--- src/rtl/io_input_dec_if.sv ---
// Bus port bundle for the IO input decoder: chip enable, byte address,
// write strobe and byte-swapped write/read data.
interface io_input_dec_if;
   logic        ce;
   logic [31:0] addr;
   logic        we;
   logic [31:0] din;
   logic [31:0] dout;

   modport master (output ce, addr, we, din, input  dout);
   modport slave  (input  ce, addr, we, din, output dout);
endinterface

--- src/rtl/io_input_dec.sv ---
// Debounced switch/button input block with a small memory-mapped register
// file (SW, BTN, EDGE w1c, IE) and a registered interrupt.

// One input bit: two-flop synchronizer, tick sample and stable-twice debounce.
module io_input_dec_lane (
   input  logic clk,
   input  logic rst_n,
   input  logic tick,
   input  logic raw,
   output logic deb
);
   logic [1:0] sync;
   logic       samp;

   always_ff @(posedge clk or negedge rst_n) begin
      if (!rst_n) begin
         sync <= '0;
         samp <= 1'b0;
         deb  <= 1'b0;
      end else begin
         sync <= {sync[0], raw};
         if (tick) begin
            samp <= sync[1];
            if (sync[1] == samp) deb <= sync[1];
         end
      end
   end
endmodule

module io_input_dec #(
   parameter int DB_CYCLES = 100000
) (
   input  logic           clk,
   input  logic           rst_n,
   io_input_dec_if.slave  bus,
   input  logic [15:0]    sw,
   input  logic [4:0]     btn,
   output logic           irq
);
   localparam int NUM_LANES = 21;
   localparam int CW        = (DB_CYCLES > 1) ? $clog2(DB_CYCLES) : 1;

   localparam logic [15:0] A_SW   = 16'hf020;
   localparam logic [15:0] A_BTN  = 16'hf024;
   localparam logic [15:0] A_EDGE = 16'hf028;
   localparam logic [15:0] A_IE   = 16'hf02c;

   function automatic logic [31:0] bswap(input logic [31:0] d);
      return {d[7:0], d[15:8], d[23:16], d[31:24]};
   endfunction

   // debounce sample tick
   logic [CW-1:0] cnt;
   logic          tick;

   assign tick = (cnt == CW'(DB_CYCLES - 1));

   always_ff @(posedge clk or negedge rst_n) begin
      if (!rst_n)    cnt <= '0;
      else if (tick) cnt <= '0;
      else           cnt <= cnt + CW'(1);
   end

   // sw occupies lanes 15:0, btn lanes 20:16
   logic [NUM_LANES-1:0] raw;
   logic [NUM_LANES-1:0] deb;

   assign raw = {btn, sw};

   for (genvar g = 0; g < NUM_LANES; g++) begin : g_lane
      io_input_dec_lane u_lane (
         .clk   (clk),
         .rst_n (rst_n),
         .tick  (tick),
         .raw   (raw[g]),
         .deb   (deb[g])
      );
   end

   logic [15:0] sw_deb;
   logic [4:0]  btn_deb;

   assign sw_deb  = deb[15:0];
   assign btn_deb = deb[20:16];

   // bus write decode
   logic [31:0] wdata;
   logic [15:0] a16;
   logic        wr;
   logic        wr_edge;
   logic        wr_ie;

   assign wdata   = bswap(bus.din);
   assign a16     = bus.addr[15:0];
   assign wr      = bus.ce & bus.we;
   assign wr_edge = wr && (a16 == A_EDGE);
   assign wr_ie   = wr && (a16 == A_IE);

   logic [4:0] btn_prev;
   logic [4:0] edge_q;
   logic [4:0] ie;
   logic [4:0] rise;
   logic [4:0] clr;

   assign rise = btn_deb & ~btn_prev;
   assign clr  = wr_edge ? wdata[4:0] : 5'b0;

   // a rise wins over a same-cycle w1c of that bit
   always_ff @(posedge clk or negedge rst_n) begin
      if (!rst_n) begin
         btn_prev <= '0;
         edge_q   <= '0;
         ie       <= '0;
         irq      <= 1'b0;
      end else begin
         btn_prev <= btn_deb;
         edge_q   <= (edge_q & ~clr) | rise;
         if (wr_ie) ie <= wdata[4:0];
         irq      <= |(edge_q & ie);
      end
   end

   // combinational, side-effect-free read path
   logic [31:0] rdata;

   always_comb begin
      rdata = '0;
      if (bus.ce) begin
         case (a16)
            A_SW:    rdata = {16'b0, sw_deb};
            A_BTN:   rdata = {27'b0, btn_deb};
            A_EDGE:  rdata = {27'b0, edge_q};
            A_IE:    rdata = {27'b0, ie};
            default: rdata = '0;
         endcase
      end
   end

   assign bus.dout = bswap(rdata);

   logic unused_ok;
   assign unused_ok = ^{bus.addr[31:16], wdata[31:5]};
endmodule

--- src/flat_wrapper.sv ---
// flat-port wrapper written by rule: the top's interface ports become plain ports
module io_input_dec_flat 
#(
   parameter int DB_CYCLES = 100000
)
  (clk, rst_n, sw, btn, irq, bus_ce, bus_addr, bus_we, bus_din, bus_dout);
  io_input_dec_if bus_i ();
  input  logic clk;
  input  logic rst_n;
  input  logic [15:0] sw;
  input  logic [4:0] btn;
  output logic irq;
  input wire logic [$bits(bus_i.ce)-1:0] bus_ce;
  input wire logic [$bits(bus_i.addr)-1:0] bus_addr;
  input wire logic [$bits(bus_i.we)-1:0] bus_we;
  input wire logic [$bits(bus_i.din)-1:0] bus_din;
  output wire logic [$bits(bus_i.dout)-1:0] bus_dout;
  assign bus_i.ce = bus_ce;
  assign bus_i.addr = bus_addr;
  assign bus_i.we = bus_we;
  assign bus_i.din = bus_din;
  assign bus_dout = bus_i.dout;
  io_input_dec #(.DB_CYCLES(DB_CYCLES)) u_core (.clk(clk), .rst_n(rst_n), .bus(bus_i), .sw(sw), .btn(btn), .irq(irq));
endmodule
--- config.mk ---
export PLATFORM = sky130hd
export DESIGN_NAME = io_input_dec_flat
export DESIGN_NICKNAME = d
export VERILOG_FILES = /design/src/rtl/io_input_dec_if.sv /design/src/rtl/io_input_dec.sv /design/src/flat_wrapper.sv
export SDC_FILE = /design/constraint.sdc
export NUM_CORES = 1
export LEC_CHECK = 0
export ABC_AREA = 1
export CAP_MARGIN = 10
export CORE_ASPECT_RATIO = 1.1
export CORE_MARGIN = 2
export CORE_UTILIZATION = 45
export CTS_CLUSTER_SIZE = 28
export DETAILED_ROUTE_END_ITERATION = 10
export PLACE_DENSITY = 0.73
export SLEW_MARGIN = 5
export SYNTH_ARGS = -nofsm -noshare
export SYNTH_HDL_FRONTEND = slang
export SYNTH_HIERARCHICAL = 1
export SYNTH_SLANG_ARGS = --single-unit
--- constraint.sdc ---
create_clock -name clk -period 3.6 [get_ports clk]
set_input_delay 0.54 -clock clk [delete_from_list [all_inputs] [get_ports clk]]
set_output_delay 0.54 -clock clk [all_outputs]
set_load 0.05 [all_outputs]
# [Word-level counts from Yosys, hierarchy flattened]
# Cells that the tools add are included.
# Widths: inputs -> output; s select.
[totals] reg_bits=117 out_inout_bits=33
[op_classes] add_sub_neg=1 n_eq_ne=26 n_mux=4 n_bitwise=7 n_reduce_logical=24
[op_table] operator="$eq 16x16->1 const B" n=4
[op_table] operator="$pmux 16 s4" n=1
[op_table] operator="$reduce_and 2->1" n=21
[op_table] operator="$eq 1x1->1" n=21
[op_table] operator="$add 17x1->17 const B" n=1
[op_table] operator="$eq 17x17->1 const B" n=1
[op_table] operator="$mux 17" n=1
[op_table] operator="$mux 16" n=1
[op_table] operator="$and 5x5->5" n=3
[op_table] operator="$not 5->5" n=2
[op_table] operator="$mux 5" n=1
[op_table] operator="$or 5x5->5" n=1
[op_table] operator="$reduce_or 5->1" n=1
[op_table] operator="$logic_and 1x1->1" n=2
[op_table] operator="$and 1x1->1" n=1

# [Logic depth before layout (Yosys ltp)]
[depth] word_depth=6 mapped_depth=10

# [Cells and area by module]
# Netlist, hierarchy kept.
[modules_own_cells] mod="io_input_dec_lane" instances=21 cells_per_inst=15 area_per_inst_um2=142.6
[modules_own_cells] mod="io_input_dec" instances=1 cells_per_inst=278 area_per_inst_um2=2175.8

# [Worst setup path before layout]
# Ideal clock, no wire load.
[synth_path] kind="register to register" startpoint="register u_core.cnt[0]" endpoint="register u_core.g_lane[0].u_lane.deb" setup_time_ns=0.117 arrival_time_ns=2.429 t_required_ns=3.483 slack_ns=1.054 stages_incl_launch_ff=9 synth_period_minus_slack_ns=2.546 path_cell_list="dfrtp_1 ha_1 nand2_2 nor2_1 nand3_2 inv_1 nand2_1 nand2_1 nand2_1"
[synth_via] elab_chain_cells=2
[synth_lines] item="start, declared" line_no="io_input_dec.sv:53" source="logic [CW-1:0] cnt;"
[synth_lines] item="start signal, assigned" line_no="io_input_dec.sv:61" source="else cnt <= cnt + CW'(1);"
[synth_lines] item="$eq 17x17->1" line_no="io_input_dec.sv:56" source="assign tick = (cnt == CW'(DB_CYCLES - 1));"
[synth_lines] item="via u_core.tick" line_no="io_input_dec.sv:54" source="logic tick;"
[synth_lines] item="$reduce_and 2->1 (no source line)"
[synth_lines] item="end signal, assigned" line_no="io_input_dec.sv:24" source="if (sync[1] == samp) deb <= sync[1];"
[synth_lines] item="end, declared" line_no="io_input_dec.sv:10" source="output logic deb"
# The timed path passes the listed nets, and every way through them passes these cells.
# A chain may end at the register's enable or synchronous reset.

# [Final worst setup path]
[layout_path] startpoint="input bus_addr[11]" endpoint="output bus_dout[27]"
[layout_via] elab_chain_cells=3
[layout_lines] item="start, declared" line_no="flat_wrapper.sv:14" source="input wire logic [$bits(bus_i.addr)-1:0] bus_addr;"
[layout_lines] item="$eq 16x16->1" line_no="io_input_dec.sv:129" source="case (a16)"
[layout_lines] item="$pmux 16 s4 (*)" line_no="io_input_dec.sv:129"
[layout_lines] item="$mux 16 (*)" line_no="io_input_dec.sv:128" source="if (bus.ce) begin"
[layout_lines] item="end, declared" line_no="flat_wrapper.sv:17" source="output wire logic [$bits(bus_i.dout)-1:0] bus_dout;"
# Every way passes the cells marked *; elsewhere a longest branch is shown, timed or not.

==> results.cfg <==
[run_status]
status = complete, no violations

[critical_path]
arrival_ns = 2.45
cp_slowest_cell = nor2_4
critPathLaunchType = primary input
path_cells = clkdlybuf4s50_1 > nor2_1 > nand2_1 > nor2_4 > nand2_1 > o21ai_0 > nor2_1 > nor2_1 > buf_4
path_class = in2out
crit_path_frequent_cell = nor2_1
cp_slowest_stage_delay_ns = 0.45
endpoint_kind = output pin
critPathRequiredTime_ns = 3.06
crit_buf_inv = 2
critical_path.top_delay_family = simple AND/OR/NAND/NOR gates
critPathMaxFanout = 24

[placement]
portBuffers = 62
place_congestion = 0.804
hpwl_mm = 6.66

[die]
fp-row-count = 41
fp.dieW_um = 106
io_pins = 122
die_h_um = 116
core_area_sq_um = 11300
initial_core_util_pct = 45.6
die_area_sq_um = 12400

[clocking]
insertion_delay_ns = 0.41
numCtsBuffers = 17
clock_sinks = 117
clockRootBuffer = clkbuf_16
clockBufferDepth = 2
ctsHtreeMaxLevel = 4
cts_setup_buffers = 0
cts_tree = yes
cts_resized = 0
hold_buffers = 0
path_clk_slew_ns = 0.05

[global_route]
grt_first_pass_wirelength_mm = 16.8
grt_pass1_vias = 3878
grt_usage_pct = 17.3
grt_max_degree = 85
antenna_found_initial = 0
grt-ovfl-total = 0

[power_and_ir_drop]
p_int_mw = 2.43
p_per_area_nw_per_um2 = 472
p_seq_share_pct = 43.3
finalPower_mw = 3.11
pwr-share-clk_pct = 52.0
ir_worst_vdd_mv = 0.284
switchingPower_mw = 0.685
switching_share_pct = 22.0
power.leakage_nw = 3.30
combPwrFrac_pct = 4.8

[drt]
vias = 3832
routed-wl-met3_um = 434
ant_nets = 0
highest_layer = met4
drtPass1Iterations = 4
drc = 0
met1Wirelength_mm = 4.16
met2_length_mm = 4.85
detail_route.wl_per_cell_um = 11.4
detail_route.vias_per_cell = 4.58
drtIter0Drc = 161
drt-total-wl_mm = 9.58

[finish]
syn2layout_area_growth_pct = 27.6
nNetsFinal = 764
antennaDiodeCount = 0
fill_cells = 951
layout-drive-gt1-share_pct = 13.4
final_cell_mix = nand2_1 (168), dfrtp_1 (117), inv_1 (105), nor2_1 (49), clkdlybuf4s50_1 (45)
final_common_cell = nand2_1

[timing]
slew_viol_final = 0
relSlewSlack_pct = 51.5
fin_crit_sh_pct = 83.0
max_freq_mhz = 335
final_hold_viol_count = 0
setup_tns_ns = 0
skew_ns = 0.00774
rsz0062_at_grt = no
setup_viol = 0
tightest_slew_ns = 0.727
post-route-min-period_ns = 2.99

[min_path]
hp-class = in2async

[yosys]
syn_avg_cell_area_sq_um = 8.72
synth_cells = 593
synth_seq_cells = 117
yosysSeqAreaShare_pct = 56.6
yosys_warnings = 6
netlist_area_sq_um = 5170
synth.distinct_cells = 32

[run]
drv_cap = 0
## worst paths after layout
path / from / to / slack (ns) / cells after the start
min reg2reg: u_core/g_lane[4].u_lane/sync[0] / u_core/g_lane[4].u_lane/sync[1] / 0.34 / 0
max: bus_addr[11] / bus_dout[27] / 0.61 / 9
min in group clk: u_core/g_lane[4].u_lane/sync[0] / u_core/g_lane[4].u_lane/sync[1] / 0.34 / 0
max in group asynchronous: rst_n / u_core/cnt[2] / 2.76 / 2
min: rst_n / u_core/g_lane[11].u_lane/sync[1] / 0.07 / 1
max reg2reg: u_core/cnt[0] / u_core/g_lane[0].u_lane/deb / 1.13 / 10
## through the flow
| stage | instance area (sq um) | cells | hold WS (ns) | setup WS (ns) | utilization, % |
|---|---|---|---|---|---|
| final | 6600 | 837 | 0.0657 | 0.613 | 58.2 |
| after global routing | 6600 | 837 | 0.0861 | 0.418 | 58.2 |
| after CTS | 6600 | 837 | 0.0730 | 0.638 | 58.2 |
| after detailed placement | 6020 | 805 | 0.336 | 0.640 | 53.1 |
| after global placement | 6020 | 805 | 0.332 | 0.675 | 53.1 |
| after floorplan | 5230 | 608 | 0.244 | 1.05 | - |
## area by class of cell
cell class / count / area [sq um] / area share, %
clock buffers: 20 / 447 / 6.77
clock inverters: 12 / 129 / 1.95
inverters: 110 / 413 / 6.26
multi-input cells: 362 / 1740 / 26.3
flip-flops and latches: 117 / 2930 / 44.4
well taps: 150 / 188 / 2.84
repair buffers: 66 / 758 / 11.5
## Yosys cell counts
cell type | count | area (sq um)
a2bb2oi_2 | 1 | 15.0
nand2_4 | 1 | 11.3
or2_1 | 1 | 6.26
nand2_1 | 168 | 631
nand3_2 | 1 | 10.0
nand3_1 | 12 | 60.1
inv_2 | 4 | 15.0
a21oi_1 | 24 | 120
nor2_2 | 15 | 93.8
o221ai_1 | 1 | 8.76
conb_1 | 1 | 3.75
ha_1 | 1 | 12.5
nand2_2 | 7 | 43.8
buf_4 | 17 | 128
nor3_4 | 1 | 16.3
nor4_1 | 1 | 6.26
inv_1 | 106 | 398
nor2_1 | 49 | 184
a221oi_1 | 1 | 8.76
o21ai_0 | 13 | 65.1
o21ai_1 | 5 | 25.0
nand4_1 | 21 | 131
nor3_2 | 1 | 10.0
nand4_2 | 1 | 12.5
nor2_4 | 7 | 78.8
nand4_4 | 1 | 21.3
xor2_1 | 9 | 78.8
nand3b_1 | 1 | 7.51
xnor2_1 | 1 | 8.76
nor3_1 | 2 | 10.0
dfrtp_1 | 117 | 2930
buf_6 | 2 | 22.5
## layer usage
metal  track usage [%]  vias up
met5                 0        -
met4              7.02        0
met3              5.92       11
met2              29.0       79
met1              20.5     1805
li1                  -     1937
## logic make-up after synthesis
kind of cell | count (synthesis) | share of synthesized area, %
xor+xnor | 10 | 1.69
simple gates | 290 | 25.8
compound gates | 45 | 4.69
buf+inv | 129 | 10.9
flops | 117 | 56.6
other cells | 1 | 0.0725
fa+ha+maj | 1 | 0.242
## power by group through the flow
stage               clock network, mW  logic (mW)  registers [mW]
floorplan                           0      0.0772            1.37
global placement                    0       0.147            1.37
detailed placement                  0       0.151            1.37
CTS                              1.65       0.152            1.35
global route                     1.71       0.165            1.35
finish                           1.62       0.149            1.35
## registers in the layout, indices dropped and copies added, names as in the netlist
register,flops
u_core/cnt,17
u_core/ie,5
u_core/irq,1
u_core/g_lane.u_lane/deb,21
u_core/g_lane.u_lane/samp,21
u_core/g_lane.u_lane/sync,42
u_core/btn_prev,5
u_core/edge_q,5
Note: power is estimated with default switching activity, not from simulation.
